`config.mk`:
```
export PLATFORM = sky130hd
export DESIGN_NAME = sonic_vc_tx_arbiter
export DESIGN_NICKNAME = d
export VERILOG_FILES = /design/src/rtl/sonic_vc_tx_pkg.sv /design/src/rtl/sonic_vc_rr_pick.sv /design/src/rtl/sonic_vc_tx_arbiter.sv
export SDC_FILE = /design/constraint.sdc
export NUM_CORES = 1
export LEC_CHECK = 0
export ABC_AREA = 1
export BUFFER_PORTS_ARGS = -buffer_cell sky130_fd_sc_hd__buf_2
export CAP_MARGIN = 15
export CORE_AREA = 4 4 274 276
export DETAILED_ROUTE_END_ITERATION = 6
export DIE_AREA = 0 0 278 280
export SLEW_MARGIN = 20
export SYNTH_ARGS = -nofsm -noshare
export SYNTH_HDL_FRONTEND = slang
export SYNTH_SLANG_ARGS = --single-unit
```
`constraint.sdc`:
```
create_clock -name wrclock -period 2.9 [get_ports wrclock]
set_input_delay 0.145 -clock wrclock [delete_from_list [all_inputs] [get_ports wrclock]]
set_output_delay 0.145 -clock wrclock [all_outputs]
set_load 0.02 [all_outputs]
```
`src/rtl/sonic_vc_tx_pkg.sv`:
```
// Shared definitions for the VC TX arbiter and the TX FIFO it feeds.
//   state_e     : arbiter FSM states (ARB = choosing a packet, PKT = forwarding it)
//   sink_beat_t : 133-bit beat bundle {sop, eop, empty, error, data}
package sonic_vc_tx_pkg;

    localparam int unsigned DATA_W  = 128;
    localparam int unsigned EMPTY_W = 2;

    typedef enum logic [0:0] {
        ARB = 1'b0,
        PKT = 1'b1
    } state_e;

    typedef struct packed {
        logic               sop;
        logic               eop;
        logic [EMPTY_W-1:0] empty;
        logic               error;
        logic [DATA_W-1:0]  data;
    } sink_beat_t;

    localparam int unsigned BEAT_W = $bits(sink_beat_t);

endpackage

```
`src/rtl/sonic_vc_rr_pick.sv`:
```
// Combinational rotate-priority picker.
//   req        : request mask, one bit per port
//   last_grant : previously granted port; search starts at last_grant+1
//   winner     : first requesting port found, wrapping modulo NUM_PORTS
//   any_valid  : at least one request present
module sonic_vc_rr_pick #(
    parameter int unsigned NUM_PORTS = 4,
    parameter int unsigned PORT_W    = 2
) (
    input  logic [NUM_PORTS-1:0] req,
    input  logic [PORT_W-1:0]    last_grant,
    output logic [PORT_W-1:0]    winner,
    output logic                 any_valid
);
    import sonic_vc_tx_pkg::*;

    always_comb begin
        int unsigned idx;
        logic [PORT_W-1:0] sel;
        winner    = '0;
        any_valid = 1'b0;
        idx       = 0;
        sel       = '0;
        // k = NUM_PORTS wraps back to last_grant itself, so it is searched last.
        for (int unsigned k = 1; k <= NUM_PORTS; k++) begin
            idx = int'(last_grant) + k;
            if (idx >= NUM_PORTS) begin
                idx = idx - NUM_PORTS;
            end
            sel = PORT_W'(idx);
            if (!any_valid && req[sel]) begin
                any_valid = 1'b1;
                winner    = sel;
            end
        end
    end

endmodule

```
`src/rtl/sonic_vc_tx_arbiter.sv`:
```
// Packet-level round-robin arbiter merging NUM_PORTS Avalon-ST VC TX streams
// into one TX FIFO sink.
//   wrclock, reset_n       : clock, asynchronous active-low reset
//   port_en                : per-port arbitration enable (looked at only in ARB)
//   sink_*                 : per-port input streams, ready latency 0
//   source_*               : registered output stream, FIFO ready latency 1
//   grant_port, busy       : current/last grant, high while forwarding a packet
//   drop_count             : saturating count of discarded orphan beats
module sonic_vc_tx_arbiter #(
    parameter int unsigned NUM_PORTS = 4,
    parameter int unsigned DATA_W    = 128,
    parameter int unsigned EMPTY_W   = 2,
    parameter int unsigned PORT_W    = 2,
    parameter int unsigned CNT_W     = 16
) (
    input  logic                         wrclock,
    input  logic                         reset_n,
    input  logic [NUM_PORTS-1:0]         port_en,
    input  logic [NUM_PORTS*DATA_W-1:0]  sink_data,
    input  logic [NUM_PORTS*EMPTY_W-1:0] sink_empty,
    input  logic [NUM_PORTS-1:0]         sink_startofpacket,
    input  logic [NUM_PORTS-1:0]         sink_endofpacket,
    input  logic [NUM_PORTS-1:0]         sink_error,
    input  logic [NUM_PORTS-1:0]         sink_valid,
    output logic [NUM_PORTS-1:0]         sink_ready,
    output logic [DATA_W-1:0]            source_data,
    output logic [EMPTY_W-1:0]           source_empty,
    output logic                         source_startofpacket,
    output logic                         source_endofpacket,
    output logic                         source_error,
    output logic                         source_valid,
    input  logic                         source_ready,
    output logic [PORT_W-1:0]            grant_port,
    output logic                         busy,
    output logic [CNT_W-1:0]             drop_count
);
    import sonic_vc_tx_pkg::*;

    state_e               state_q, state_d;
    logic [PORT_W-1:0]    grant_q, grant_d;
    logic [PORT_W-1:0]    last_q, last_d;
    logic [CNT_W-1:0]     drop_q, drop_d;
    logic [DATA_W-1:0]    data_q, data_d;
    logic [EMPTY_W-1:0]   empty_q, empty_d;
    logic                 sop_q, sop_d, eop_q, eop_d, err_q, err_d, valid_q, valid_d;

    logic [NUM_PORTS-1:0] cand, drain, ready_c;
    logic [PORT_W-1:0]    winner;
    logic                 any_cand;
    logic [3:0]           n_drain;
    logic [CNT_W+3:0]     drop_sum;

    // Beat currently presented by the granted port.
    logic                 g_valid, g_sop, g_eop, g_err;
    logic [EMPTY_W-1:0]   g_empty;
    logic [DATA_W-1:0]    g_data;

    sonic_vc_rr_pick #(
        .NUM_PORTS (NUM_PORTS),
        .PORT_W    (PORT_W)
    ) u_pick (
        .req        (cand),
        .last_grant (last_q),
        .winner     (winner),
        .any_valid  (any_cand)
    );

    always_comb begin
        g_valid = 1'b0;
        g_sop   = 1'b0;
        g_eop   = 1'b0;
        g_err   = 1'b0;
        g_empty = '0;
        g_data  = '0;
        for (int unsigned i = 0; i < NUM_PORTS; i++) begin
            if (grant_q == PORT_W'(i)) begin
                g_valid = sink_valid[i];
                g_sop   = sink_startofpacket[i];
                g_eop   = sink_endofpacket[i];
                g_err   = sink_error[i];
                g_empty = sink_empty[i*EMPTY_W +: EMPTY_W];
                g_data  = sink_data[i*DATA_W +: DATA_W];
            end
        end
    end

    always_comb begin
        cand     = port_en & sink_valid & sink_startofpacket;
        drain    = port_en & sink_valid & ~sink_startofpacket;
        ready_c  = '0;
        n_drain  = '0;
        drop_sum = '0;
        state_d  = state_q;
        grant_d  = grant_q;
        last_d   = last_q;
        drop_d   = drop_q;
        data_d   = data_q;
        empty_d  = empty_q;
        sop_d    = sop_q;
        eop_d    = eop_q;
        err_d    = err_q;
        valid_d  = 1'b0;

        for (int unsigned i = 0; i < NUM_PORTS; i++) begin
            n_drain = n_drain + {3'b000, drain[i]};
        end

        case (state_q)
            ARB: begin
                // Orphans are swallowed in the same cycle a winner is chosen.
                ready_c  = drain;
                drop_sum = (CNT_W+4)'(drop_q) + (CNT_W+4)'(n_drain);
                if (drop_sum[CNT_W+3:CNT_W] != '0) begin
                    drop_d = '1;
                end else begin
                    drop_d = drop_sum[CNT_W-1:0];
                end
                if (any_cand) begin
                    grant_d = winner;
                    state_d = PKT;
                end
            end
            PKT: begin
                for (int unsigned i = 0; i < NUM_PORTS; i++) begin
                    if (grant_q == PORT_W'(i)) begin
                        ready_c[i] = source_ready;
                    end
                end
                if (g_valid && source_ready) begin
                    valid_d = 1'b1;
                    data_d  = g_data;
                    empty_d = g_empty;
                    sop_d   = g_sop;
                    eop_d   = g_eop;
                    err_d   = g_err;
                    if (g_eop) begin
                        last_d  = grant_q;
                        state_d = ARB;
                    end
                end
            end
            default: state_d = ARB;
        endcase
    end

    // Ready is forced low while reset is held so nothing is consumed upstream.
    assign sink_ready = ready_c & {NUM_PORTS{reset_n}};

    always_ff @(posedge wrclock or negedge reset_n) begin
        if (!reset_n) begin
            state_q <= ARB;
            grant_q <= '0;
            last_q  <= PORT_W'(NUM_PORTS - 1);
            drop_q  <= '0;
            data_q  <= '0;
            empty_q <= '0;
            sop_q   <= 1'b0;
            eop_q   <= 1'b0;
            err_q   <= 1'b0;
            valid_q <= 1'b0;
        end else begin
            state_q <= state_d;
            grant_q <= grant_d;
            last_q  <= last_d;
            drop_q  <= drop_d;
            data_q  <= data_d;
            empty_q <= empty_d;
            sop_q   <= sop_d;
            eop_q   <= eop_d;
            err_q   <= err_d;
            valid_q <= valid_d;
        end
    end

    assign source_data          = data_q;
    assign source_empty         = empty_q;
    assign source_startofpacket = sop_q;
    assign source_endofpacket   = eop_q;
    assign source_error         = err_q;
    assign source_valid         = valid_q;
    assign grant_port           = grant_q;
    assign busy                 = (state_q == PKT);
    assign drop_count           = drop_q;

endmodule

```
==> impl_metrics.ini <==
[status]
outcome = finished, final reports clean

[yosys]
synth.cell_area_um2 = 10000
yosysSeqAreaShare = 0.388
synth_edf_count = 0
async_reset_ff_frac = 1.00
synth_fp_nets = 2067
ys_ff_latch = 155
postSynthCellCount = 1520
yosysWarnings = 0
ys.flop_type = dfrtp_1
syn_avg_cell_area_um2 = 6.59
ys_types = 29

[floorplanning]
ioPinCount = 700
core-area_um2 = 72600
die_x_um = 278
num_rows = 99
initial_core_util = 0.138
die_h_um = 280
die_area_um2 = 77800

[sta]
tns_ns = 0
finalCritPeriodShare = 0.927
slew_headroom = 0.602
final_max_slew_viol_count = 0
setup_viol = 0
rsz0062_at_grt = no
tightest_slew_ns = 0.597
clock_skew_ns = 0.0191
post-route-min-period_ns = 2.69
fmax_mhz = 372
final_hold_viol_count = 0

[critical_path]
crit_slowest_cell = dlygate4sd3_1
crit_top_cell = nand2_1
path_max_fanout = 59
worstSetupPathType = register to register
start_kind = register
crit_arrival_ns = 3.09
critPathMaxStageDelay_ns = 0.56
crit_chain = inv_1 -> nand2_1 -> inv_4 -> buf_12 -> nand2_1 -> nand4_1 -> dlygate4sd3_1 -> nand2_1 -> o21ai_0
path_buf_inv = 4
crit_path_end_kind = register
path_delay_family = buffers and inverters
crit_required_ns = 3.30

[global_routing]
antenna_found_initial = 6
grt_first_pass_wirelength_um = 76800
grt_util_met1 = 0.139
busiest_layer = met2
grt_max_degree = 108
grt_use_met2 = 0.221
grt_pass1_vias = 14000
use_met3 = 0.0346
track_usage = 0.126
grt_overflow = 0

[finish]
fillCellCount = 8008
nets = 2931
seqCellArea_um2 = 3880
syn2layout_area_growth_pct = 74.5
multi_input_comb_area_um2 = 4990
drive_gt1_frac = 0.317

[power]
p_total_mw = 16.2
ir_worst_vdd_v = 0.000637
p_leak_nw = 8.76
p_per_area_nw_per_um2 = 927

[clock_network]
cts_buffers = 17
cts-root-buf = clkbuf_16
path_clk_slew_ns = 0.08
clock_path_buffers = 2
cts_tree = yes
cts.sinks = 155
clk_latency_ns = 0.48
htreeDepth = 4

[route]
vias = 13900
ant_nets = 0
wire_per_inst_um = 15.4
drc = 0
wirelength_um = 51600
drtIter0Drc = 598
firstDrtPassIters = 5
via_per_inst = 4.13

[worst_hold_path]
hp-class = input port to register

[placed_design]
dp_hpwl_um = 38200
place_congestion = 0.910
port_buffers = 699

[flow_run]
max_cap_viol_count = 0
==> worst paths after layout <==
kind | startpoint | to | slack (ns) | depth (start not counted)
worst min register to register | source_data[44] | source_data[44] | 0.52 | 2
worst min-delay path | sink_data[375] | source_data[119] | 0.05 | 5
min in group asynchronous | reset_n | source_data[30] | 0.24 | 2
worst max-delay path | grant_port[0] | source_data[120] | 0.21 | 9
max in group asynchronous | reset_n | source_data[95] | 1.74 | 3
worst max register to register | grant_port[0] | source_data[120] | 0.21 | 9
==> per-layer routing <==
layer	up-vias	wire, um
li1	6664	-
met1	6398	19900
met2	707	25200
met3	114	3990
met4	2	2480
met5	-	7
==> metrics by stage <==
step / setup WS (ns) / hold slack, ns / std cells / area [um^2] / util
after floorplan: 0.315 / -0.151 / 1520 / 10000 / -
after detailed placement: 0.277 / 0.120 / 3095 / 14500 / 0.200
after global placement: 0.288 / 0.119 / 3095 / 14500 / 0.200
final: 0.212 / 0.0545 / 3359 / 17500 / 0.241
after global routing: 0.0818 / 0.0316 / 3358 / 17500 / 0.241
after CTS: 0.269 / 0.000124 / 3354 / 17500 / 0.241
==> cell families after synthesis <==
logic type               synth area share
buffers and inverters               0.115
adder cells (fa/ha/maj)           0.00725
flip-flops                          0.388
AND/OR/NAND/NOR                     0.401
AO/OA/AOI/OAI                      0.0841
XOR/XNOR                          0.00525
==> worst register-to-register path, stage by stage (launching register included) <==
cell and delay (ns):
dfrtp_4 0.54, inv_1 0.12, nand2_1 0.15, inv_4 0.39, buf_12 0.30, nand2_1 0.31, nand4_1 0.12, dlygate4sd3_1 0.56
nand2_1 0.05, o21ai_0 0.08
==> cell type report <==
| type | count | area share |
|---|---|---|
| Timing Repair Buffer | 950 | 0.351 |
| Multi-Input combinational cell | 1092 | 0.286 |
| Sequential cell | 155 | 0.222 |
| Tap cell | 959 | 0.0687 |
| Inverter | 168 | 0.0365 |
| Clock buffer | 18 | 0.0246 |
| Clock inverter | 12 | 0.0107 |
| Antenna cell | 5 | 0.000716 |
==> cells in the final DEF (no fill, tap or decap), types with 8 or more instances in the layout <==
cell	n
clkbuf_16	17
nand4_1	137
buf_12	13
dlygate4sd3_1	229
buf_2	698
dfrtp_1	152
o21ai_1	21
o21ai_0	125
buf_4	9
nor2_1	20
nand3_1	161
a21oi_1	8
inv_1	164
nand2_1	595
==> power by group <==
group	leakage (nW)	internal, mW	total, mW	switching (mW)
logic	6.53	3.96	9.91	5.95
clock network	0.294	1.44	2.50	1.05
registers	1.94	3.15	3.78	0.632
total	8.76	8.55	16.2	7.64
==> cell usage after synthesis, types with 2 or more instances <==
cell,instances,share of area
dfrtp_1,153,0.38
nand2_1,595,0.22
inv_1,164,0.061
nand3_1,161,0.080
nor3_1,3,0.0015
nand4_1,137,0.086
nand3b_1,3,0.0022
nor2_1,21,0.0079
a21oi_1,8,0.0040
fa_1,3,0.0060
buf_2,26,0.013
o21ai_1,21,0.010
buf_6,10,0.011
xor2_1,5,0.0044
o21ai_0,125,0.062
clkbuf_1,55,0.021
inv_2,4,0.0015
buf_1,10,0.0037
buf_4,4,0.0030
dfstp_2,2,0.0052
a21o_1,2,0.0015
==> state kept, by name, summed over array words and instances (netlist names) <==
signal and count:
busy 1, drop_count 16, grant_port 2, last_q 2
source_data 128, source_empty 2, source_endofpacket 1, source_error 1
source_startofpacket 1, source_valid 1
==> repair_timing <==
| item | CTS | global route |
|---|---|---|
| setup buffers | 0 | 0 |
| hold buffers | 229 | 0 |
| resized for setup | 0 | 0 |
| endpoints found under the hold margin | 160 | 0 |
Power figures use the tool's default switching activity.
